<file path="src/rtl/frame_pkg.sv">
// rtl/frame_pkg.sv - shared frame write/read constants and state encoding
//
// Contents:
//   DEFAULT_DATA_W / DEFAULT_ADDR_W : default geometry shared with the read-side address controller
//   ST_IDLE / ST_FILL / ST_FULL      : frame controller state encoding
package frame_pkg;

  localparam int DEFAULT_DATA_W = 8;
  localparam int DEFAULT_ADDR_W = 10;

  localparam logic [1:0] ST_IDLE = 2'd0;
  localparam logic [1:0] ST_FILL = 2'd1;
  localparam logic [1:0] ST_FULL = 2'd2;

endpackage

</file>
<file path="src/rtl/addr_bitrev.sv">
// rtl/addr_bitrev.sv - combinational ADDR_W-bit address reversal with bypass
//
// Ports:
//   i_addr : linear address in
//   o_addr : bit-reversed address when BIT_REV != 0, otherwise i_addr unchanged
module addr_bitrev
  import frame_pkg::*;
#(
  parameter int ADDR_W  = DEFAULT_ADDR_W,
  parameter int BIT_REV = 0
) (
  input  logic [ADDR_W-1:0] i_addr,
  output logic [ADDR_W-1:0] o_addr
);

  if (BIT_REV != 0) begin : g_rev
    for (genvar i = 0; i < ADDR_W; i++) begin : g_bit
      assign o_addr[i] = i_addr[ADDR_W-1-i];
    end
  end else begin : g_pass
    assign o_addr = i_addr;
  end

endmodule

</file>
<file path="src/rtl/frame_wr_ctrl.sv">
// rtl/frame_wr_ctrl.sv - one-frame-per-start sample capture into a block RAM write port
//
// Ports:
//   i_clk, i_rst                   : clock, synchronous active-high reset
//   i_start, i_abort, i_release    : frame control pulses
//   i_s_valid, i_s_data, o_s_ready : sample input handshake
//   o_wr_en, o_wr_addr, o_wr_data  : registered RAM write port (1-cycle latency)
//   o_busy, o_done, o_frame_ready  : frame status
//   o_frame_cnt                    : completed frame count, wraps at 256
module frame_wr_ctrl
  import frame_pkg::*;
#(
  parameter int DATA_W  = DEFAULT_DATA_W,
  parameter int ADDR_W  = DEFAULT_ADDR_W,
  parameter int BIT_REV = 0
) (
  input  logic              i_clk,
  input  logic              i_rst,
  input  logic              i_start,
  input  logic              i_abort,
  input  logic              i_s_valid,
  input  logic [DATA_W-1:0] i_s_data,
  output logic              o_s_ready,
  output logic              o_wr_en,
  output logic [ADDR_W-1:0] o_wr_addr,
  output logic [DATA_W-1:0] o_wr_data,
  output logic              o_busy,
  output logic              o_done,
  output logic              o_frame_ready,
  input  logic              i_release,
  output logic [7:0]        o_frame_cnt
);

  localparam logic [ADDR_W-1:0] LAST_CNT = '1;

  logic [1:0]        r_state;
  logic [ADDR_W-1:0] r_cnt;
  logic              r_wr_en;
  logic [ADDR_W-1:0] r_wr_addr;
  logic [DATA_W-1:0] r_wr_data;
  logic              r_done;
  logic [7:0]        r_frame_cnt;

  logic              w_fill;
  logic              w_hs;
  logic              w_last;
  logic [ADDR_W-1:0] w_map;

  assign w_fill = (r_state == ST_FILL);
  // abort wins over a sample presented in the same cycle: that sample is dropped, not written
  assign w_hs   = w_fill & i_s_valid & ~i_abort;
  assign w_last = w_hs & (r_cnt == LAST_CNT);

  addr_bitrev #(
    .ADDR_W  (ADDR_W),
    .BIT_REV (BIT_REV)
  ) u_map (
    .i_addr (r_cnt),
    .o_addr (w_map)
  );

  always_ff @(posedge i_clk) begin
    if (i_rst) begin
      r_state     <= ST_IDLE;
      r_cnt       <= '0;
      r_wr_en     <= 1'b0;
      r_wr_addr   <= '0;
      r_wr_data   <= '0;
      r_done      <= 1'b0;
      r_frame_cnt <= 8'd0;
    end else begin
      r_wr_en <= w_hs;
      r_done  <= w_last;
      if (w_hs) begin
        r_wr_addr <= w_map;
        r_wr_data <= i_s_data;
      end
      if (w_last) begin
        r_frame_cnt <= r_frame_cnt + 8'd1;
      end

      case (r_state)
        ST_IDLE: begin
          if (i_start) begin
            r_state <= ST_FILL;
            r_cnt   <= '0;
          end
        end
        ST_FILL: begin
          if (i_abort) begin
            r_state <= ST_IDLE;
          end else if (w_hs) begin
            // the increment past N-1 wraps to 0, harmless since the state leaves FILL
            r_cnt <= r_cnt + ADDR_W'(1);
            if (w_last) begin
              r_state <= ST_FULL;
            end
          end
        end
        ST_FULL: begin
          // release together with start chains straight into the next frame
          if (i_release && i_start) begin
            r_state <= ST_FILL;
            r_cnt   <= '0;
          end else if (i_release) begin
            r_state <= ST_IDLE;
          end
        end
        default: begin
          r_state <= ST_IDLE;
        end
      endcase
    end
  end

  assign o_s_ready     = w_fill;
  assign o_busy        = w_fill;
  assign o_frame_ready = (r_state == ST_FULL);
  assign o_wr_en       = r_wr_en;
  assign o_wr_addr     = r_wr_addr;
  assign o_wr_data     = r_wr_data;
  assign o_done        = r_done;
  assign o_frame_cnt   = r_frame_cnt;

endmodule

</file>
<file path="config.mk">
export PLATFORM = sky130hd
export DESIGN_NAME = frame_wr_ctrl
export DESIGN_NICKNAME = d
export VERILOG_FILES = /design/src/rtl/frame_pkg.sv /design/src/rtl/addr_bitrev.sv /design/src/rtl/frame_wr_ctrl.sv
export SDC_FILE = /design/constraint.sdc
export NUM_CORES = 1
export LEC_CHECK = 0
export CAP_MARGIN = 20
export CORE_ASPECT_RATIO = 0.9
export CORE_UTILIZATION = 45
export DETAILED_ROUTE_END_ITERATION = 8
export DONT_BUFFER_PORTS = 1
export PLACE_DENSITY = 0.57
export SLEW_MARGIN = 40
export SYNTH_ARGS = -nofsm -noshare
export SYNTH_HDL_FRONTEND = slang
export SYNTH_SLANG_ARGS = --single-unit
</file>
<file path="constraint.sdc">
create_clock -name i_clk -period 5.2 [get_ports i_clk]
set_input_delay 1.04 -clock i_clk [delete_from_list [all_inputs] [get_ports i_clk]]
set_output_delay 1.04 -clock i_clk [all_outputs]
set_load 0.01 [all_outputs]
</file>
[After elaboration in Yosys (flattened, before gate mapping)]
Cells that the tools add are included.
Cells by class
  bitwise gates (word level): 4
  reduce and logical (&&, ||, !) cells: 5
  $add $sub $neg: 2
  multiplexer cells: 12
  equality and inequality tests: 10
Operators by type and width (count)
  $mux 10: 4
  $pmux 10 s3: 1
  $mux 2: 6
  $add 10x1->10 const B: 1
  $eq 10x10->1 const B: 1
  $add 8x1->8 const B: 1
  $ne 3x2->1 const B: 2
  $pmux 2 s3: 1
  $reduce_and 5->1: 1
  $ne 2x1->1 const B: 2
  $ne 2x2->1 const B: 2
  $reduce_and 4->1: 1
  $and 1x1->1: 3
  $ne 3x1->1 const B: 1
  $reduce_bool 3->1: 1
  $eq 2x1->1 const B: 1
  $eq 2x2->1 const B: 1
  $logic_not 2->1: 1
  $logic_and 1x1->1: 1
  $not 1->1: 1
Storage, ports and cells
  register bits after elaboration: 40
  word-level logic and storage cells: 40
  output and inout bits: 31

[Longest topological paths before layout]
Gate-level depths: netlist (run 1).
  word-level depth: 8
  depth in mapped cells: 7
  mapped depth without buffers: 5

[Modules after synthesis]
Synthesis (run 1) repeated with hierarchy kept, for this count alone.
Unflattened totals
  cells, all modules: 210
  area, all modules: 1724.2 µm²
By module, submodules not included
  frame_wr_ctrl: area each 1649.1 µm², cells an instance 200, instances 1
  addr_bitrev: area each 75.1 µm², cells an instance 10, instances 1

[Least setup slack after synthesis (run 1)]
No wires, ideal clock.
  path kind: input -> register
  start: input port i_abort
  end: register r_frame_cnt[5] (netlist: o_frame_cnt[5])
  setup time: 70 ps
  slack: 2617 ps
  data arrival time: 2513 ps
  cell stages on the path: 5
  path buffers: 1
  path through: nand4bb_1 > or4_1 > clkbuf_1 > or4_1 > a21oi_1
Between the ends
  word-level cells in the longest chain between the ends: 3
RTL lines
  start: declaration: RTL line frame_wr_ctrl.sv:20  | input logic i_abort,
  $not 1->1: RTL line frame_wr_ctrl.sv:51  | assign w_hs = w_fill & i_s_valid & ~i_abort;
  $and 1x1->1: RTL line frame_wr_ctrl.sv:51
  $and 1x1->1: RTL line frame_wr_ctrl.sv:52  | assign w_last = w_hs & (r_cnt == LAST_CNT);
  end signal: assignment: RTL line frame_wr_ctrl.sv:79  | r_frame_cnt <= r_frame_cnt + 8'd1;
  end: declaration: RTL line frame_wr_ctrl.sv:42  | logic [7:0] r_frame_cnt;
Every way passes these cells.
A chain may end at the register's enable or synchronous reset.

[Final worst setup path (run 1)]
Same ends and word-level chain as after synthesis.

==> results.json, run 1 <==
{
  "tightest_slew_ns": 0.800,
  "intPower_uw": 421,
  "worstHoldStart": "r_cnt[8]",
  "start_util_pct": 47.7,
  "whs_ns": 0.493,
  "end_kind": "register",
  "cts.reportedPaths.clkPinSlew_ns": 0.08,
  "dieArea_sq_um": 3850,
  "hold_path.class": "register to register",
  "dp_slack_ns": 2.17,
  "synth_cells": 198,
  "viasPerCell": 5.67,
  "reg2regPathDepth": 5,
  "slew_violations": 0,
  "die_y_microns": 59.0,
  "drt_iter0_markers": 51,
  "slowest_delay_ns": 0.80,
  "switching_share_pct": 22.7,
  "yosysSeqAreaShare_pct": 49.3,
  "vias": 1355,
  "setup_violations": 0,
  "critPathLaunchType": "primary input",
  "antenna_found_initial": 0,
  "synth_compound_area_share_pct": 17.0,
  "fmax_mhz": 369,
  "grtUsageMet3_pct": 6.35,
  "final_util_pct": 51.0,
  "dpl.hpwl_mm": 2.30,
  "cp_common_cell": "or4_1",
  "pwr-share-clk_pct": 40.1,
  "wl_per_cell_microns": 14.4,
  "powerDensity_nw_per_um2": 314,
  "nets": 210,
  "r2r_setup_slack_ns": 2.87,
  "irDropWorstVdd_v": 0.000166,
  "p_switching_uw": 124,
  "drc_errors": 0,
  "area_delta_synth_final_pct": 6.86,
  "reg2reg_from": "r_state[1]",
  "period_share_pct": 52.1,
  "crit_type": "primary input to register",
  "cts_made_buffers": 5,
  "grt_pass1_wl_mm": 5.47,
  "worstPathBufferInverterCount": 1,
  "min_period_ns": 2.71,
  "met2_usage_pct": 30.6,
  "synth_nets": 214,
  "ys_async_sr_fraction_pct": 0,
  "hold_end": "o_wr_addr[8]",
  "drv_cap": 0,
  "rsz0062_at_grt": "no",
  "status": "complete, no violations",
  "track_usage_pct": 19.0,
  "tns_ns": 0,
  "synth_fa_ha_area_share_pct": 1.54,
  "coreArea_sq_um": 3400,
  "ctsHoldBuffers": 0,
  "synth_top_family_by_area": "simple AND/OR/NAND/NOR gates",
  "hold_viol": 0,
  "die_x_microns": 65.3,
  "mappedNetlistArea_sq_um": 1620,
  "antenna_left": 0,
  "synth-main-ff-cell": "dfxtp_1",
  "worstPathRequired_ns": 5.43,
  "avgSynthCellArea_sq_um": 8.20,
  "grt-busiest-layer": "met2",
  "num_antenna_cells": 0,
  "worstHoldPathCells": 2,
  "crit_chain": "nand4bb_1 -> buf_4 -> or4_1 -> or4_1 -> a21oi_1",
  "grt_start_max_net_pins": 37,
  "power_uw": 544,
  "post_cts_resized": 0,
  "std_cell_rows": 20,
  "io_pins": 45,
  "p_comb_share_pct": 2.7,
  "ys_warn_count": 0,
  "ys_types": 32,
  "drive_gt1_share_pct": 5.64,
  "p_leak_nw": 0.545,
  "grt_pass1_vias": 1244,
  "post-cts-setup-buffers": 0,
  "cp_top_family": "simple AND/OR/NAND/NOR gates",
  "slowest_stage": "or4_1",
  "clkLatencyLatePin_ns": 0.30,
  "ctsRootBufferMaster": "clkbuf_8",
  "fin_skew_ns": 0.00353,
  "drt_wl_total_mm": 3.44,
  "portBuffers": 0,
  "ys_ff_latch": 40,
  "place_congestion": 0.728,
  "crit_fanout": 21,
  "first_pass_iters": 6,
  "crit-reg2reg-capture": "o_frame_cnt[5]",
  "synth_edf_count": 0,
  "synthSimpleGateAreaFrac_pct": 26.7,
  "synth.mux.area_fraction_pct": 1.23,
  "seqPwrFrac_pct": 57.2,
  "cts_tree": "done",
  "synth_xor_area_share_pct": 0.540,
  "setup_ws_ns": 2.49,
  "htree_num_levels": 2,
  "critical_path_arrival_ns": 2.94,
  "grt_use_met1_pct": 22.2,
  "maxSlewHeadroom_pct": 46.7,
  "fillCellCount": 360,
  "clockBufferDepth": 2,
  "cts_sinks": 40,
  "overflow": 0
}
[cells by family (layout without fill, tap and decap cells)]
kind of cell	count (synthesis)	in the layout
compound gates	51	51
mux	2	2
fa+ha+maj	2	2
buf+inv	15	12
simple gates	87	87
xor+xnor	1	1
flops	40	40
[state kept, by name (all words and copies together), names as in the netlist]
| register | count |
|---|---|
| o_wr_addr | 10 |
| r_cnt | 10 |
| o_frame_cnt | 8 |
| o_wr_data | 8 |
| r_state | 2 |
| o_done | 1 |
| o_wr_en | 1 |
[power groups by stage]
stage | combinational, mW | clock (mW) | sequential [mW]
4_1_cts | 0.0151 | 0.223 | 0.311
3_3_place_gp | 0.0145 | 0 | 0.319
5_1_grt | 0.0164 | 0.239 | 0.312
6_report | 0.0150 | 0.218 | 0.311
2_1_floorplan | 0.0166 | 0 | 0.318
3_5_place_dp | 0.0150 | 0 | 0.319
[routing by layer]
layer	up-vias	share of wire, %
li1	685	-
met2	34	46
met3	7	7.2
met5	-	0
met4	0	1.3
met1	629	46
[tightest hold or removal path, cell delays in order (launching register included)]
cell	delay (ns)
dfxtp_1	0.34
nand2_1	0.06
a21oi_1	0.05
[placed cells by master, fill, tap and decap left out, types with 2 or more instances in the layout]
cell and instances:
dfxtp_1 40, o21ai_0 9, nand4_1 4, ha_1 2, nor2_1 9, clkinvlp_4 2
a21oi_1 34, clkbuf_8 6, inv_1 3, nand2b_1 4, mux2i_1 2, nand2_1 41
nand3_1 5, o31ai_1 3, nor2b_1 3, or3_1 8, or4_1 5
[per-stage QoR]
step           area [sq um]  cells
6_report               1730    239
4_1_cts                1730    239
3_5_place_dp           1640    231
2_1_floorplan          1620    198
5_1_grt                1730    239
3_3_place_gp           1640    231
[area by class of cell]
cell class	instances	area, sq um	share of cell area (%)
sequential	40	801	46.2
multi-input combinational	143	762	43.9
clock buffer	6	82.6	4.76
tap	44	55.1	3.17
clock inverter	2	15.0	0.866
inverter	3	11.3	0.649
timing repair buffer	1	7.51	0.433
[worst max-delay path by stage]
stage / from / end / cells after the start
global route: i_abort / o_frame_cnt[5] / 5
CTS: i_abort / o_frame_cnt[5] / 5
global placement: i_abort / o_frame_cnt[5] / 5
floorplan: i_abort / o_frame_cnt[5] / 5
finish: i_abort / o_frame_cnt[5] / 5
detailed placement: i_abort / o_frame_cnt[5] / 5
[Yosys cell counts (2+ instances only)]
library cell  number  area, sq um
nand2_1           41          154
dfxtp_1           40          801
a21oi_1           34          170
clkbuf_1          10         37.5
nor2_1             9         33.8
o21ai_0            9         45.0
or3_1              8         50.1
nand3_1            5         25.0
or4_1              5         37.5
nand2b_1           4         25.0
nand4_1            4         25.0
inv_1              3         11.3
nor2b_1            3         18.8
o31ai_1            3         22.5
ha_1               2         25.0
mux2i_1            2         20.0
(Power assumes the default switching activity.)
==> run 2, diff against run 1 <==
PLACE_DENSITY = 0.59   (was 0.57)
clock period = 2.2 ns   (was 5.2 ns; I/O delays follow)
==> run 2 against run 1 <==
  * Die area is the same
  * Global-route usage up 1.2 points
  * Final cell count increased by 1.7%
  * Setup slack worse by 2.3 ns
  * Via count up 0.81%
  * Combinational power grew to 2.5 times the previous value
  * Non-clock buffer count grew 4
  * Total power up 140%
  * Sequential power up 140%
  * Register-to-register slack lost 2.6 ns
  * Utilization up 0.81 points
  * Critical path depth rose by 1
==> results.json, run 2 (synthesized netlist as in run 1, its figures left out) <==
{
  "cts_tree": "done",
  "tightest_slew_ns": 0.498,
  "coreArea_sq_um": 3400,
  "first_pass_iters": 4,
  "io_pins": 45,
  "power_mw": 1.29,
  "num_antenna_cells": 0,
  "tns_ns": 0,
  "ctsHoldBuffers": 0,
  "post-cts-setup-buffers": 0,
  "std_cell_rows": 20,
  "die_x_microns": 65.3,
  "wl_per_cell_microns": 14.4,
  "drt_iter0_markers": 65,
  "worstPathRequired_ns": 2.43,
  "vias": 1366,
  "powerDensity_nw_per_um2": 733,
  "worstPathBufferInverterCount": 1,
  "setup_ws_ns": 0.239,
  "p_leak_nw": 0.564,
  "r2r_setup_slack_ns": 0.24,
  "dpl.hpwl_mm": 2.43,
  "final_util_pct": 51.8,
  "hold_path.class": "primary input to register",
  "status": "complete, no violations",
  "cp_top_family": "simple AND/OR/NAND/NOR gates",
  "dieArea_sq_um": 3850,
  "grt_pass1_wl_mm": 5.69,
  "whs_ns": 0.208,
  "clkLatencyLatePin_ns": 0.29,
  "htree_num_levels": 2,
  "overflow": 0,
  "grt_start_max_net_pins": 37,
  "setup_violations": 0,
  "crit_type": "register to register",
  "final_cell_mix": "nand2_1, dfxtp_1, a21oi_1",
  "drt_wl_total_mm": 3.50,
  "fmax_mhz": 510,
  "area_delta_synth_final_pct": 8.56,
  "fin_skew_ns": 0.00815,
  "antenna_left": 0,
  "slew_violations": 0,
  "crit_fanout": 14,
  "viasPerCell": 5.62,
  "ctsRootBufferMaster": "clkbuf_8",
  "start_util_pct": 47.7,
  "crit_chain": "ha_1 -> nand4_1 -> or4_1 -> buf_4 -> or3_1 -> a21oi_1",
  "clockBufferDepth": 2,
  "slowest_stage": "or4_1",
  "antenna_found_initial": 0,
  "end_kind": "register",
  "cts_sinks": 40,
  "track_usage_pct": 20.2,
  "die_y_microns": 59.0,
  "period_share_pct": 89.1,
  "irDropWorstVdd_v": 0.000444,
  "dp_slack_ns": 0.178,
  "critical_path_arrival_ns": 2.19,
  "post_cts_resized": 0,
  "drv_cap": 0,
  "cts.reportedPaths.clkPinSlew_ns": 0.08,
  "critPathLaunchType": "register",
  "min_period_ns": 1.96,
  "post-place-cells": 234,
  "maxSlewHeadroom_pct": 66.8,
  "drc_errors": 0,
  "rsz0062_at_grt": "no",
  "cts_made_buffers": 5,
  "hold_viol": 0,
  "post_dp_cell_area_sq_um": 1660,
  "final_common_cell": "nand2_1",
  "slowest_delay_ns": 0.48,
  "drive_gt1_share_pct": 7.54,
  "place_congestion": 0.815,
  "nets": 214,
  "final_cell_area_sq_um": 1760,
  "grt_pass1_vias": 1267,
  "portBuffers": 0,
  "fin_cells": 243
}
run 2: worst paths after layout:
check                                 endpoint  depth (start not counted)      from
worst max-delay path            o_frame_cnt[7]                          6  r_cnt[1]
worst min-delay path                r_state[1]                          1     i_rst
worst max register to register  o_frame_cnt[7]                          6  r_cnt[1]
worst min register to register    o_wr_addr[8]                          2  r_cnt[8]
run 2: routing by layer:
metal	part of all wire, %	wire length, microns	up-vias	GRT usage [%]
met5	0	0	-	0
met4	1.6	55	0	10.6
met3	8.5	299	4	8.27
met2	42	1470	46	29.7
met1	48	1680	627	25.2
li1	-	-	689	-
run 2: layout make-up:
cell class	count	area [sq um]
fillers	338	1640
flip-flops and latches	40	801
multi-input cells	143	762
clock buffers	6	82.6
well taps	44	55.1
repair buffers	5	35.0
clock inverters	2	15.0
inverters	3	11.3
run 2: report_power, final:
group | leakage (nW) | total [mW] | switching [mW] | internal [mW]
registers | 0.323 | 0.736 | 0.00700 | 0.729
logic | 0.198 | 0.0380 | 0.0252 | 0.0128
clock network | 0.0434 | 0.517 | 0.263 | 0.254
run 2: worst register-to-register path: cells and delay by family (launching register included):
family	cells	cell delay, ns
flip-flops	1	0.40
buffers and inverters	1	0.22
adder cells (fa/ha/maj)	1	0.21
AND/OR/NAND/NOR	3	0.93
AO/OA/AOI/OAI	1	0.14
